**src/rtl/pwm_tick_gen_pkg.sv**
```systemverilog
// Shared encodings and sizing helpers for the multi-channel PWM/tick generator.
// Imported by pwm_tick_gen and pwm_channel.
package pwm_tick_gen_pkg;

    typedef enum logic [1:0] {
        CFG_SEL_PERIOD = 2'b00,
        CFG_SEL_DUTY   = 2'b01,
        CFG_SEL_PRESC  = 2'b10,
        CFG_SEL_RSVD   = 2'b11
    } cfg_sel_e;

    // A single channel still needs a 1-bit select port.
    function automatic int ch_idx_w(input int ch);
        return (ch <= 1) ? 1 : $clog2(ch);
    endfunction

endpackage

```
**src/rtl/pwm_channel.sv**
```systemverilog
// One PWM channel: shadow/active period+duty, counter, compare and wrap tick.
// Shadow values move to active on wrap, or continuously while disabled.
module pwm_channel #(
    parameter int W          = 16,
    parameter int DEF_PERIOD = 19,
    parameter int DEF_DUTY   = 10
) (
    input  logic         clk,
    input  logic         reset,
    input  logic         en,
    input  logic         ce,
    input  logic         wr_period,
    input  logic         wr_duty,
    input  logic [W-1:0] data,
    output logic         pwm,
    output logic         tick,
    output logic [W-1:0] cnt
);

    logic [W-1:0] per_sh;
    logic [W-1:0] duty_sh;
    logic [W-1:0] per_act;
    logic [W-1:0] duty_act;
    logic         wrap;
    logic [W-1:0] cnt_nx;
    logic [W-1:0] duty_nx;

    always_comb begin
        wrap    = (cnt == per_act);
        cnt_nx  = wrap ? '0 : cnt + 1'b1;
        duty_nx = wrap ? duty_sh : duty_act;
    end

    always_ff @(posedge clk or posedge reset) begin
        if (reset) begin
            per_sh  <= W'(DEF_PERIOD);
            duty_sh <= W'(DEF_DUTY);
        end else begin
            if (wr_period) per_sh  <= data;
            if (wr_duty)   duty_sh <= data;
        end
    end

    // Active reads the registered shadow, so a same-edge write lands one wrap later.
    always_ff @(posedge clk or posedge reset) begin
        if (reset) begin
            per_act  <= W'(DEF_PERIOD);
            duty_act <= W'(DEF_DUTY);
            cnt      <= '0;
            pwm      <= 1'b0;
            tick     <= 1'b0;
        end else if (!en) begin
            per_act  <= per_sh;
            duty_act <= duty_sh;
            cnt      <= '0;
            pwm      <= 1'b0;
            tick     <= 1'b0;
        end else if (ce) begin
            cnt  <= cnt_nx;
            pwm  <= (cnt_nx < duty_nx);
            tick <= wrap;
            if (wrap) begin
                per_act  <= per_sh;
                duty_act <= duty_sh;
            end
        end else begin
            tick <= 1'b0;
        end
    end

endmodule

```
**src/rtl/pwm_tick_gen.sv**
```systemverilog
// Multi-channel PWM/tick generator: config decode plus optional shared prescaler.
// Define PWM_PRESCALE_EN to build the prescaler (cfg_sel=10); otherwise ce is tied high.
module pwm_tick_gen
    import pwm_tick_gen_pkg::*;
#(
    parameter int CH         = 4,
    parameter int W          = 16,
    parameter int DEF_PERIOD = 19,
    parameter int DEF_DUTY   = 10
) (
    input  logic                      clk,
    input  logic                      reset,
    input  logic [CH-1:0]             ch_en,
    input  logic                      cfg_we,
    input  logic [ch_idx_w(CH)-1:0]   cfg_ch,
    input  logic [1:0]                cfg_sel,
    input  logic [W-1:0]              cfg_data,
    output logic [CH-1:0]             pwm_out,
    output logic [CH-1:0]             tick,
    output logic [W-1:0]              cnt_ch0
);

    localparam int CW = ch_idx_w(CH);

    logic [31:0]  ch_ext;
    logic         ch_ok;
    logic         wr_period;
    logic         wr_duty;
    logic         ce;
    logic [W-1:0] cnt_all [CH];

    assign ch_ext    = 32'(cfg_ch);
    assign ch_ok     = ch_ext < 32'(CH);
    assign wr_period = cfg_we && ch_ok && (cfg_sel == CFG_SEL_PERIOD);
    assign wr_duty   = cfg_we && ch_ok && (cfg_sel == CFG_SEL_DUTY);
    assign cnt_ch0   = cnt_all[0];

`ifdef PWM_PRESCALE_EN
    logic [W-1:0] presc;
    logic [W-1:0] pcnt;
    logic         wr_presc;

    assign wr_presc = cfg_we && (cfg_sel == CFG_SEL_PRESC);
    assign ce       = (pcnt == presc);

    // A new divide ratio restarts the phase so the first ce is predictable.
    always_ff @(posedge clk or posedge reset) begin
        if (reset) begin
            presc <= '0;
            pcnt  <= '0;
        end else if (wr_presc) begin
            presc <= cfg_data;
            pcnt  <= '0;
        end else begin
            pcnt <= ce ? '0 : pcnt + 1'b1;
        end
    end
`else
    assign ce = 1'b1;
`endif

    for (genvar i = 0; i < CH; i++) begin : g_ch
        logic hit;
        assign hit = (cfg_ch == CW'(i));

        pwm_channel #(
            .W          (W),
            .DEF_PERIOD (DEF_PERIOD),
            .DEF_DUTY   (DEF_DUTY)
        ) u_ch (
            .clk       (clk),
            .reset     (reset),
            .en        (ch_en[i]),
            .ce        (ce),
            .wr_period (wr_period && hit),
            .wr_duty   (wr_duty && hit),
            .data      (cfg_data),
            .pwm       (pwm_out[i]),
            .tick      (tick[i]),
            .cnt       (cnt_all[i])
        );
    end

endmodule

```
**config.mk**
```make
export PLATFORM = sky130hd
export DESIGN_NAME = pwm_tick_gen
export DESIGN_NICKNAME = d
export VERILOG_FILES = /design/src/rtl/pwm_tick_gen_pkg.sv /design/src/rtl/pwm_channel.sv /design/src/rtl/pwm_tick_gen.sv
export SDC_FILE = /design/constraint.sdc
export NUM_CORES = 1
export LEC_CHECK = 0
export BUFFER_PORTS_ARGS = -buffer_cell sky130_fd_sc_hd__buf_2
export CAP_MARGIN = 15
export CORE_UTILIZATION = 50
export DETAILED_ROUTE_END_ITERATION = 6
export GPL_ROUTABILITY_DRIVEN = 0
export PLACE_DENSITY = 0.68
export SKIP_CTS_REPAIR_TIMING = 1
export SYNTH_ARGS = -nofsm -noshare
export SYNTH_HDL_FRONTEND = slang
export SYNTH_SLANG_ARGS = --single-unit
```
**constraint.sdc**
```tcl
create_clock -name clk -period 9.7 [get_ports clk]
set_clock_uncertainty 0.2 [all_clocks]
set_input_delay 0.97 -clock clk [delete_from_list [all_inputs] [get_ports clk]]
set_output_delay 0.97 -clock clk [all_outputs]
set_load 0.05 [all_outputs]
```
; ---- After elaboration in Yosys (flattened, before gate mapping)
; Cells that the tools add are included.
[word_totals]
ff_bits = 328
latch_bits = 0
mem_bits_rw = 0
romBits = 0
input_bits = 27
elab_cells = 94
n_memories = 0
[op_classes]
add_sub_neg = 4
n_mul = 0
div = 0
magnitude_cmp = 5
n_eq_ne = 12
shifts = 0
mux = 32
bitwise = 0
reduce_logical = 13
[op_table]
columns = op, n
row1 = $mux 16, 24
row2 = $add 16x1->16 const B, 4
row3 = $eq 16x16->1, 4
row4 = $lt 16x16->1, 4
row5 = $logic_and 1x1->1, 11
row6 = $mux 1, 8
row7 = $ne 2x1->1 const B, 4
row8 = $eq 2x1->1 const B, 2
row9 = $eq 2x2->1 const B, 2
row10 = $logic_not 2->1, 2
row11 = $lt 2x3->1 const B, 1

; ---- Depth between registers and ports, before layout
[logic_depth]
word_depth = 4
depth_mapped = 14
depth_no_buf = 13

; ---- Hierarchy
; Synthesis repeated with hierarchy kept, for this count alone.
[hier_totals]
hier_cells = 1550
hier_area_um2 = 17554.3
[modules_own_cells]
columns = mod, n_inst, cells_per_inst, area_per_inst_um2
row1 = pwm_channel, 4, 384, 4369.2
row2 = pwm_tick_gen, 1, 14, 77.6

; ---- Least setup slack after synthesis
; Ideal clock, no wire load.
[synth_timing]
kind = register to register
from = register g_ch[2].u_ch.per_act[4]
to = register g_ch[2].u_ch.pwm
setup_time_ns = 0.082
arrival_time_ns = 2.777
slack_ns = 6.641
stages_incl_launch_ff = 13
period_less_slack_ns = 3.059
path_cell_list = dfstp_2 -> xnor2_1 -> nand4_1 -> nor4_4 -> buf_2 -> mux2i_1 -> ha_1 -> a21o_1 -> a21o_1 -> a21o_1 -> a32oi_1 -> nand4b_1 -> a31oi_1
[synth_via]
elab_chain_cells = 4
elab_cells_between_ends = 5
cone_classes = order compare (1) / eq/ne (1) / mux (3)
[synth_lines]
columns = element, line
row1 = "start, declared", pwm_channel.sv:22  ; logic [W-1:0] per_act;
row2 = "start signal, assigned", pwm_channel.sv:47  ; per_act <= W'(DEF_PERIOD);
row3 = "start signal, assigned", pwm_channel.sv:53  ; per_act <= per_sh;
row4 = "start signal, assigned", pwm_channel.sv:63  ; per_act <= per_sh;
row5 = $eq 16x16->1 *, pwm_channel.sv:29  ; wrap = (cnt == per_act);
row6 = $mux 16 (on tied branches), "pwm_channel.sv:30, pwm_channel.sv:31"
row7 = $lt 16x16->1 *, pwm_channel.sv:60  ; pwm <= (cnt_nx < duty_nx);
row8 = $mux 1 *, pwm_channel.sv:52  ; end else if (!en) begin
row9 = "end signal, assigned", pwm_channel.sv:60
row10 = "end, declared", pwm_channel.sv:15  ; output logic pwm,
; Every way passes the cells marked *; elsewhere a longest branch is shown, timed or not.
; A chain may end at the register's enable or synchronous reset.

; ---- Worst setup path in the final report
[layout_timing]
from = register g_ch[3].u_ch.cnt[6]
to = register g_ch[3].u_ch.per_act[12]
[layout_via]
elab_chain_cells = 2
[layout_lines]
columns = element, line
row1 = "start, declared", pwm_channel.sv:17  ; output logic [W-1:0] cnt
row2 = "start signal, assigned", pwm_channel.sv:59  ; cnt <= cnt_nx;
row3 = $eq 16x16->1, pwm_channel.sv:29
row4 = $ne 2x1->1 (no source line), -
row5 = "end signal, assigned", pwm_channel.sv:47
row6 = "end signal, assigned", pwm_channel.sv:53
row7 = "end signal, assigned", pwm_channel.sv:63
row8 = "end, declared", pwm_channel.sv:22
; No other way between the ends.

==> impl_metrics.py <==
metrics = {
    "timing": {
        "setup_viol": 0,
        "drv_slew": 0,
        "worst_pin_slew_ns": 1.08,
        "rsz0062_at_grt": "false",
        "finalCriticalPeriod_ns": 3.50,
        "final.period_utilization": 0.360,
        "fmax_ghz": 0.286,
        "fin_setup_tns_ns": 0,
        "relSlewSlack": 0.280,
        "timing.final.ws_setup_ns": 6.20,
        "finalHoldViolCount": 0,
    },
    "setup_path": {
        "startpoint_type": "flip-flop",
        "crit_fanout": 35,
        "crit_type": "reg2reg",
        "crit_path_end_kind": "flip-flop",
        "crit_arrival_ns": 3.69,
        "required_ns": 9.89,
        "regToRegSetupSlack_ns": 6.20,
        "r2r_end": "g_ch[3].u_ch.per_act[12]$_DFFE_PP0P_",
        "r2r_cells": 6,
        "rr_startpoint": "g_ch[3].u_ch.cnt[6]$_DFF_PP0_",
    },
    "yosys": {
        "yosysUniqueCellTypes": 43,
        "syn_area_per_cell_um2": 12.5,
        "yosys.area.top_type": "dfrtp_1",
        "yosysTopAreaCellShare": 0.454,
        "ys_seq_area_frac": 0.521,
        "yosys-top-cells-area": "dfrtp_1 45%, mux2_2 17%, dfstp_2 6.6%",
        "syn_nets": 1355,
        "ys_warn_count": 0,
        "syn_inst": 1264,
        "synth.cell_area_um2": 15900,
        "ys_ff_latch": 328,
    },
    "floorplan": {
        "coreArea_um2": 30900,
        "floorplan.initialDensity": 0.513,
        "io_pins": 51,
        "rows": 64,
        "dieArea_um2": 32400,
        "die_h_um": 180,
        "die_w_um": 180,
    },
    "global_routing": {
        "grt_max_degree": 172,
        "track_usage": 0.209,
        "antenna_found_initial": 9,
        "grt_pass1_wl_mm": 53.4,
        "grt_pass1_vias": 9698,
        "grt-ovfl-total": 0,
    },
    "clock_tree": {
        "clkSlewWorstSetupHoldPaths_ns": 0.06,
        "htreeDepth": 2,
        "tritoncts": "done",
        "cts_buffer_depth": 3,
        "clock-root-buffer": "clkbuf_16",
        "cts_made_buffers": 37,
        "cts_sinks": 328,
        "clock_latency_ns": 0.52,
    },
    "layout": {
        "finish.utilization": 0.570,
        "syn2layout_area_growth_pct": 11.0,
        "layout-drive-gt1-share": 0.315,
        "nets": 1386,
    },
    "detailed_routing": {
        "routed_wl_mm": 32.7,
        "drtAntennaViolNets": 0,
        "routedWlPerCell_um": 19.0,
        "drtPass1Iterations": 4,
        "num_vias": 9530,
        "drt_iter0_drc": 451,
        "drc": 0,
        "vias_per_cell": 5.53,
    },
    "hold_path": {
        "hold-path-endpoint": "g_ch[1].u_ch.duty_act[14]$_DFF_PP0_",
        "hold_path.class": "reg2reg",
        "whs_path_depth": 1,
        "min_from": "g_ch[1].u_ch.duty_act[14]$_DFF_PP0_",
    },
    "place": {
        "port_buffers": 50,
        "dp_hpwl_mm": 21.3,
        "dp_slack_ns": 6.24,
    },
    "pwr": {
        "p_per_area_nw_per_um2": 224,
        "vdd_drop_max_mv": 0.188,
        "power.leakage_nw": 8.28,
    },
    "flow_run": {
        "drv_cap": 0,
    },
    "outcome": {
        "status": "completed",
    },
}
==> Yosys cell counts, drive strengths merged <==
cell type	number
and3	17
nand3	34
o21ai	13
nand4b	2
o21a	1
or3	1
xor2	64
nand4	24
a32oi	1
ha	64
or4b	1
nor4	11
mux2i	60
buf	53
clkbuf	16
a2111oi	1
a21boi	1
dfstp	40
a211oi	3
o311ai	1
and2	5
nand3b	1
nor2b	5
a21o	15
nor2	142
dfrtp	288
nand2b	3
nand2	27
nor3	12
mux2	255
a31oi	2
and4	8
nor3b	1
a21oi	18
inv	18
xnor2	56
==> where the power goes <==
| part | leakage [nW] | switching (mW) | internal [mW] | total [mW] |
|---|---|---|---|---|
| Clock | 0.640 | 0.551 | 0.921 | 1.47 |
| Sequential | 4.06 | 0.178 | 1.68 | 1.86 |
| Combinational | 3.58 | 0.274 | 0.343 | 0.617 |
| Total | 8.28 | 1.00 | 2.95 | 3.95 |
==> worst max-delay path by stage <==
stage,end,from,depth (start not counted),slack (ns)
finish,g_ch[3].u_ch.per_act[12]$_DFFE_PP0P_,g_ch[3].u_ch.cnt[6]$_DFF_PP0_,6,6.20
global placement,g_ch[3].u_ch.per_act[12]$_DFFE_PP0P_,g_ch[3].u_ch.cnt[6]$_DFF_PP0_,6,6.24
floorplan,g_ch[0].u_ch.cnt[0]$_DFF_PP0_,reset,1,4.18
global route,g_ch[3].u_ch.per_act[11]$_DFFE_PP0P_,g_ch[3].u_ch.cnt[12]$_DFF_PP0_,6,5.91
detailed placement,g_ch[3].u_ch.duty_act[0]$_DFF_PP0_,g_ch[3].u_ch.cnt[12]$_DFF_PP0_,6,6.24
CTS,g_ch[3].u_ch.per_act[12]$_DFFE_PP0P_,g_ch[3].u_ch.cnt[6]$_DFF_PP0_,6,6.23
==> cell type report <==
cell class | instances | area, µm²
timing repair buffer | 61 | 345
antenna | 4 | 10.0
fill | 2631 | 13300
tap | 396 | 495
inverter | 18 | 71.3
sequential | 328 | 8260
multi-input combinational | 849 | 7120
clock inverter | 10 | 160
clock buffer | 58 | 1150
==> layer usage <==
layer	part of all wire	wire length (µm)	GRT usage
met5	0.00073	24	0
met4	0.020	667	0.0540
met2	0.46	15100	0.335
met3	0.045	1460	0.0374
met1	0.47	15500	0.294
==> worst max-delay path, cell delays in order (launching register included) <==
cell and delay [ns]:
dfrtp_1 0.44, xor2_1 0.17, nor4_1 0.45, nand4_2 0.68, nand2_2 0.57, buf_4 0.46
mux2_2 0.39
==> registers in the layout (all words and copies together), names as in the netlist <==
name,flops
g_ch.u_ch.per_act,64
g_ch.u_ch.cnt,64
g_ch.u_ch.tick,4
g_ch.u_ch.per_sh,64
g_ch.u_ch.pwm,4
g_ch.u_ch.duty_sh,64
g_ch.u_ch.duty_act,64
==> layout by cell type, fill, tap and decap left out, types with 9 or more instances in the layout <==
| cell type | Yosys | layout |
|---|---|---|
| a21o_1 | 15 | 15 |
| buf_4 | 35 | 10 |
| xor2_1 | 64 | 64 |
| ha_1 | 64 | 64 |
| mux2_2 | 246 | 246 |
| nand3_1 | 34 | 34 |
| nand2_1 | 26 | 25 |
| buf_2 | 16 | 50 |
| clkbuf_8 | 0 | 10 |
| nand4_1 | 23 | 23 |
| o21ai_0 | 13 | 13 |
| inv_1 | 18 | 17 |
| clkbuf_16 | 0 | 39 |
| xnor2_1 | 56 | 56 |
| dfrtp_1 | 288 | 288 |
| a21oi_1 | 18 | 18 |
| dfstp_2 | 40 | 40 |
| mux2i_1 | 60 | 60 |
| mux2_1 | 9 | 9 |
| nor2_1 | 142 | 142 |
| and3_1 | 17 | 17 |
| clkbuf_1 | 16 | 9 |
| nor3_1 | 12 | 12 |
==> metrics by stage <==
stage	area, µm²	hold slack [ns]	total power, mW	instances
6_report	17600	0.286	3.95	1724
5_1_grt	17600	0.300	4.15	1721
3_5_place_dp	16300	0.275	2.51	1652
2_1_floorplan	15900	0.257	2.34	1264
4_1_cts	17600	0.288	4.00	1720
3_3_place_gp	16300	0.267	2.47	1652
==> cells by family after synthesis <==
group                    share of synthesized area
AO/OA/AOI/OAI                               0.0217
XOR/XNOR                                    0.0663
adder cells (fa/ha/maj)                     0.0505
buffers and inverters                       0.0311
flip-flops                                   0.521
multiplexers                                 0.219
AND/OR/NAND/NOR                             0.0908
Note: power is estimated with default switching activity, not from simulation.
